==> src/rtl/riscv_1stage_fetch_pkg.sv <==
// riscv_1stage_fetch_pkg: shared 1-stage next-PC select encodings and fetch constants
package riscv_1stage_fetch_pkg;
  typedef enum logic [2:0] {
    pc_sel_pc_4      = 3'd0,
    pc_sel_branch    = 3'd1,
    pc_sel_jump      = 3'd2,
    pc_sel_jalr      = 3'd3,
    pc_sel_exception = 3'd4
  } pc_sel_e;
  localparam logic [31:0] NOP = 32'h0000_0013;
endpackage

==> src/rtl/riscv_1stage_fetch_if.sv <==
// riscv_1stage_fetch_if: instruction-memory request/response bus
interface riscv_1stage_fetch_if;
  logic        imemReq;
  logic [31:0] imemAddr;
  logic        imemReady;
  logic [31:0] imemData;
  modport master (output imemReq, imemAddr, input imemReady, imemData);
  modport slave (input imemReq, imemAddr, output imemReady, imemData);
endinterface

==> src/rtl/riscv_1stage_next_pc.sv <==
// riscv_1stage_next_pc: next-PC mux with misaligned-target redirect to the exception vector
module riscv_1stage_next_pc
  import riscv_1stage_fetch_pkg::*;
#(
  parameter logic [31:0] EXCEPTION_VECTOR = 32'h0000_0100
) (
  input  logic [31:0] pc_i,
  input  logic [2:0]  sel_i,
  input  logic [31:0] branch_i,
  input  logic [31:0] jump_i,
  input  logic [31:0] jalr_i,
  output logic [31:0] next_pc_o,
  output logic        misaligned_o
);
  logic [31:0] target;
  always_comb begin
    target = sel_i == pc_sel_pc_4   ? pc_i + 32'd4 :
             sel_i == pc_sel_branch ? branch_i :
             sel_i == pc_sel_jump   ? jump_i :
             sel_i == pc_sel_jalr   ? {jalr_i[31:1], 1'b0} : EXCEPTION_VECTOR;
    misaligned_o = |target[1:0];
    next_pc_o = misaligned_o ? EXCEPTION_VECTOR : target;
  end
endmodule

==> src/rtl/riscv_1stage_fetch.sv <==
// riscv_1stage_fetch: FETCH/HOLD instruction fetch unit with next-PC select and retire counter
module riscv_1stage_fetch
  import riscv_1stage_fetch_pkg::*;
#(
  parameter logic [31:0] RESET_PC         = 32'h0000_0000,
  parameter logic [31:0] EXCEPTION_VECTOR = 32'h0000_0100
) (
  input  logic                       clk,
  input  logic                       rst,
  input  logic [2:0]                 pcSelect,
  input  logic [31:0]                branchTarget,
  input  logic [31:0]                jumpTarget,
  input  logic [31:0]                jalrTarget,
  input  logic                       retire,
  riscv_1stage_fetch_if.master       imem,
  output logic [31:0]                instruction,
  output logic [31:0]                pc,
  output logic [31:0]                pcPlus4,
  output logic                       instructionValid,
  output logic                       misaligned,
  output logic [31:0]                instret
);
  typedef enum logic {FETCH, HOLD} state_e;
  state_e      state_q;
  logic [31:0] pc_q, instr_q, instret_q, pc_d;
  logic        misaligned_q, misaligned_d;
  riscv_1stage_next_pc #(.EXCEPTION_VECTOR(EXCEPTION_VECTOR)) u_next_pc (
    .pc_i(pc_q),
    .sel_i(pcSelect),
    .branch_i(branchTarget),
    .jump_i(jumpTarget),
    .jalr_i(jalrTarget),
    .next_pc_o(pc_d),
    .misaligned_o(misaligned_d)
  );
  always_ff @(posedge clk or posedge rst) begin
    if (rst) begin
      state_q <= FETCH;
      pc_q <= RESET_PC;
      instr_q <= NOP;
      instret_q <= '0;
      misaligned_q <= 1'b0;
    end else if (state_q == FETCH) begin
      if (imem.imemReady) begin
        instr_q <= imem.imemData;
        state_q <= HOLD;
      end
    end else if (retire) begin
      pc_q <= pc_d;
      instret_q <= instret_q + 32'd1;
      misaligned_q <= misaligned_q | misaligned_d;
      state_q <= FETCH;
    end
  end
  assign imem.imemReq = state_q == FETCH;
  assign imem.imemAddr = pc_q;
  assign instructionValid = state_q == HOLD;
  assign instruction = instr_q;
  assign pc = pc_q;
  assign pcPlus4 = pc_q + 32'd4;
  assign misaligned = misaligned_q;
  assign instret = instret_q;
endmodule

==> src/flat_wrapper.sv <==
// flat-port wrapper written by rule: the top's interface ports become plain ports
module riscv_1stage_fetch_flat import riscv_1stage_fetch_pkg::*;
#(
  parameter logic [31:0] RESET_PC         = 32'h0000_0000,
  parameter logic [31:0] EXCEPTION_VECTOR = 32'h0000_0100
)
  (clk, rst, pcSelect, branchTarget, jumpTarget, jalrTarget, retire, instruction, pc, pcPlus4, instructionValid, misaligned, instret, imem_imemReq, imem_imemAddr, imem_imemReady, imem_imemData);
  riscv_1stage_fetch_if imem_i ();
  input  logic clk;
  input  logic rst;
  input  logic [2:0] pcSelect;
  input  logic [31:0] branchTarget;
  input  logic [31:0] jumpTarget;
  input  logic [31:0] jalrTarget;
  input  logic retire;
  output logic [31:0] instruction;
  output logic [31:0] pc;
  output logic [31:0] pcPlus4;
  output logic instructionValid;
  output logic misaligned;
  output logic [31:0] instret;
  output wire logic [$bits(imem_i.imemReq)-1:0] imem_imemReq;
  output wire logic [$bits(imem_i.imemAddr)-1:0] imem_imemAddr;
  input wire logic [$bits(imem_i.imemReady)-1:0] imem_imemReady;
  input wire logic [$bits(imem_i.imemData)-1:0] imem_imemData;
  assign imem_imemReq = imem_i.imemReq;
  assign imem_imemAddr = imem_i.imemAddr;
  assign imem_i.imemReady = imem_imemReady;
  assign imem_i.imemData = imem_imemData;
  riscv_1stage_fetch #(.RESET_PC(RESET_PC), .EXCEPTION_VECTOR(EXCEPTION_VECTOR)) u_core (.clk(clk), .rst(rst), .pcSelect(pcSelect), .branchTarget(branchTarget), .jumpTarget(jumpTarget), .jalrTarget(jalrTarget), .retire(retire), .imem(imem_i), .instruction(instruction), .pc(pc), .pcPlus4(pcPlus4), .instructionValid(instructionValid), .misaligned(misaligned), .instret(instret));
endmodule
==> config.mk <==
export PLATFORM = sky130hd
export DESIGN_NAME = riscv_1stage_fetch_flat
export DESIGN_NICKNAME = d
export VERILOG_FILES = /design/src/rtl/riscv_1stage_fetch_pkg.sv /design/src/rtl/riscv_1stage_fetch_if.sv /design/src/rtl/riscv_1stage_next_pc.sv /design/src/rtl/riscv_1stage_fetch.sv /design/src/flat_wrapper.sv
export SDC_FILE = /design/constraint.sdc
export NUM_CORES = 1
export LEC_CHECK = 0
export ABC_AREA = 0
export CAP_MARGIN = 20
export CORE_MARGIN = 1.5
export CORE_UTILIZATION = 40
export CTS_CLUSTER_SIZE = 40
export DETAILED_ROUTE_END_ITERATION = 8
export HOLD_SLACK_MARGIN = 0.08
export PLACE_DENSITY = 0.86
export SLEW_MARGIN = 20
export SYNTH_ARGS = -nofsm -noshare
export SYNTH_HDL_FRONTEND = slang
export SYNTH_SLANG_ARGS = --single-unit
==> constraint.sdc <==
create_clock -name clk -period 4.3 [get_ports clk]
set_input_delay 1.29 -clock clk [delete_from_list [all_inputs] [get_ports clk]]
set_output_delay 1.29 -clock clk [all_outputs]
set_load 0.05 [all_outputs]
==> flow_summary.rst <==
.. list-table::
   :header-rows: 1

   * - Metric
     - Value
   * - Clock transition at the registers of the reported paths
     - 70 ps
   * - Global route total overflow
     - 0
   * - Starting Density
     - 41.2%
   * - Met1 routed wirelength after detailed routing
     - about 7700 um
   * - CTS Root Buffer Type
     - clkbuf_16
   * - Number of buffers inserted by port buffering
     - 296
   * - Tot GR Track Use
     - between 20 and 25%
   * - Total length of routed met3 wires
     - 1350 um
   * - Element type at the critical path end
     - output port
   * - Num CTS Buffers
     - 9
   * - DRC viols
     - 0
   * - Peak supply drop
     - ~0.41 mV
   * - R2R setup slack
     - just over 2000 ps
   * - I/O pins
     - between 200 and 300
   * - DR vias/cell
     - 5.32
   * - TritonCTS clock tree
     - built
   * - Fill cell instance count of the final layout
     - 1161
   * - Height of the chip
     - about 120 um
   * - Worst reg2reg path depth
     - 5
   * - Antenna violations before repair
     - 0
   * - Hold violation count in the final report
     - 0
   * - Leak
     - 3.72 nW
   * - Largest fanout on the critical path
     - 8
   * - Required time of the worst setup path
     - 3010 ps
   * - Crit path kind
     - flop to output port
   * - Final critical path time including I/O delays and setup
     - 4130 ps
   * - Floorplan die area
     - 15100 um2
   * - Via total after detailed routing
     - about 5400
   * - Chip Width
     - approximately 120 um
   * - Number of endpoints failing setup at the final stage
     - 0
   * - Average footprint of a synthesized cell
     - between 9 and 10 um2
   * - Post-Syn Area
     - roughly 5800 um2
   * - Crit path arrival time
     - 2840 ps
   * - Final ANT Viol Nets
     - 0
   * - Achievable frequency
     - 242 MHz
   * - Number of gates resized after cts
     - 0
   * - Fin. max-slew vios
     - 0
   * - Total area of multi-input combinational cells
     - 2890 um2
   * - Total nets after synthesis
     - a little over 700
   * - Slew at the pin with the worst max-slew slack
     - roughly 850 ps
   * - Classification of the worst-slack hold path
     - flop to flop
   * - Number of synthesized flops with an enable pin
     - 0
   * - Via count of the first global-routing pass
     - around 5200
   * - Setup repair after global routing missed its margin
     - no
   * - Htree depth
     - 3
   * - Cell-by-cell listing of the critical path
     - and4_1 -> nand3_2 -> nor2_1 -> xor2_1 -> clkdlybuf4s50_1
   * - Nature of the critical path startpoint
     - flop
   * - Worst Hold Endpoint
     - u_core.instret[31]
   * - Ys flop type
     - dfrtp_1
   * - Core Region
     - between 10000 and 15000 um2
   * - Area growth from synthesis to layout
     - 57.7%
   * - Worst path max stage delay
     - 860 ps
   * - Number of buffers inserted to repair setup after CTS
     - 0
   * - First DRT Iteration DRCs
     - 284
   * - Total iterations of the first detailed-routing run
     - 5
   * - Start point of the critical path
     - u_core.imem.imemAddr[5]
   * - Average wire per cell in the routed design
     - roughly 19 um
   * - Synthesis Warnings
     - 0
   * - Final weighted congestion of routability-driven global placement
     - 0.814
   * - Area used by sequential logic in the layout
     - 2460 um2
   * - Maximum number of pins on one net before global-route repair
     - 66
   * - Synth unique cells
     - 54
   * - Layout cells sized above 1
     - between 10% and 20%
   * - Worst Hold Margin
     - 472 ps
   * - Total Neg Setup Slack
     - 0 ps
   * - Number of nets in the finished design
     - 974
   * - Total routed wirelength
     - between 15000 and 20000 um
   * - Topmost layer with routed signal wires
     - met4
   * - Layout Skew
     - approximately 4.6 ps
   * - First-pass GRT wire length
     - roughly 29000 um
   * - Critical register-to-register path startpoint
     - u_core.imem.imemAddr[0]
   * - Hold path depth
     - 1
   * - Sequential share of the synthesized area
     - around 43%
   * - Total number of placement rows
     - 43
   * - Count of antenna diodes in the layout
     - 0
   * - Source of the worst hold timing path
     - u_core.instret[31]
   * - Met2 wire length
     - ~9700 um
   * - Relative max-transition margin
     - between 40 and 50%
   * - Post-Syn Instances
     - between 500 and 600
   * - Yosys reg bits
     - 98
   * - Total of hold buffers inserted after clock tree synthesis
     - 0
   * - Number of buffers between clock root and the deepest sink
     - 2
   * - Final Cycle Share
     - slightly below 100%
   * - Clock insertion delay at the later pin of the skew report
     - ~350 ps
   * - P per Cell Area
     - ~500 nW/um2
   * - Cell at the slowest stage of the critical path
     - clkdlybuf4s50_1
   * - Total half-perimeter wirelength after legalization and detailed placement
     - 14500 um
   * - Maxcap violations
     - 0
   * - Sinks on the clock net
     - 98
   * - R2r endpoint
     - u_core.imem.imemAddr[8]
   * - Run status
     - completed
   * - Fraction of registers with async set/reset
     - 100%
placed cells by master, fill, tap and decap left out, types with 3 or more instances in the layout:
cell type        Yosys  final
inv_1                8      7
xor2_1              12     12
dfstp_2              3      3
nand4_1             26     26
bufinv_16            0      3
o22a_1               5      5
a211oi_1             3      3
nand3_1             19     19
a221o_1              4      4
clkdlybuf4s50_1      0    285
or2_1                3      3
and2_1               8      8
nand2_1             48     47
xnor2_1             47     47
mux2_2              35     35
a22oi_1              5      5
mux2i_1             31     31
a2bb2oi_1            3      3
o21ai_0             12     12
buf_4               35     18
and3_1               9      9
dfrtp_1             95     95
nor2_1              39     39
clkbuf_16            0      9
o211ai_1             3      3
a21oi_1             34     34
o211a_1              5      5
and4_1              11     11
nor3_1               6      5
o2111ai_1            4      4
o21ai_1              4      4
buf_12               0      7
state kept, by name, summed over array words and instances, names as in the netlist:
signal / flops
u_core.imem.imemAddr: 32
u_core.instret: 32
u_core.instruction: 32
u_core.instructionValid: 1
u_core.misaligned: 1
how the worst max path moves through the flow:
stage                       end  slack (ps)  cells past startpoint
finish              pcPlus4[23]         170                      5
global route        pcPlus4[25]           2                      5
CTS                 pcPlus4[25]         160                      5
detailed placement  pcPlus4[25]         550                      5
global placement    pcPlus4[25]         570                      5
floorplan           pcPlus4[28]         120                      6
cell type report:
type	count	share of cell area, %
timing repair buffer	311	34.5
multi-input combinational	409	31.8
sequential	98	27.0
clock buffer	11	2.67
tap	180	2.48
clock inverter	5	1.21
inverter	8	0.358
per-stage QoR:
| step | instance area, um2 | util [%] | instances | power, mW | worst slack (ps) |
|---|---|---|---|---|---|
| floorplan | 5760 | - | 582 | 2.79 | 116 |
| global placement | 8730 | 62.4 | 1006 | 3.57 | 572 |
| detailed placement | 8730 | 62.4 | 1006 | 3.59 | 552 |
| CTS | 9090 | 65.0 | 1022 | 4.56 | 160 |
| global route | 9090 | 65.0 | 1022 | 4.70 | 2.37 |
| finish | 9090 | 65.0 | 1022 | 4.53 | 166 |
cells by family (layout without fill, tap and decap cells):
group           Yosys count  after routing  share of synthesized area [%]
compound gates           99             99                           11.7
xor+xnor                 59             59                           8.97
fa+ha+maj                 2              2                          0.434
buf+inv                  75            335                           7.47
flops                    98             98                           42.6
mux                      67             67                           12.6
simple gates            182            182                           16.2
routing by layer:
| metal | vias to the layer above | GRT usage [%] |
|---|---|---|
| met5 | - | 0 |
| met4 | 0 | 6.97 |
| met3 | 22 | 6.50 |
| met2 | 209 | 42.0 |
| met1 | 2651 | 31.6 |
| li1 | 2559 | - |
synth_stat cells (6+ instances only):
cell type  count  area, um2
a21oi_1       34        170
and2_1         8       50.1
and3_1         9       56.3
and4_1        11       96.3
buf_2          8       40.0
buf_4         35        263
clkbuf_1      22       82.6
dfrtp_1       95       2380
inv_1          8       30.0
mux2_2        35        394
mux2i_1       31        310
nand2_1       48        180
nand3_1       19       95.1
nand4_1       26        163
nor2_1        39        146
nor3_1         6       30.0
o21ai_0       12       60.1
xnor2_1       47        412
xor2_1        12        105
critical path: cells and delay by family, from the launching register on:
kind | cells | cell delay, ps
AND/OR/NAND/NOR | 3 | 880
buffers and inverters | 1 | 860
flip-flops | 1 | 480
XOR/XNOR | 1 | 270
power by group:
| group | total, mW | internal [mW] | leakage (nW) | switching, mW |
|---|---|---|---|---|
| registers | 1.29 | 1.08 | 1.22 | 0.210 |
| clock network | 0.957 | 0.591 | 0.172 | 0.366 |
| logic | 2.28 | 0.824 | 2.33 | 1.45 |
| total | 4.53 | 2.50 | 3.72 | 2.03 |
(Power assumes the default switching activity.)
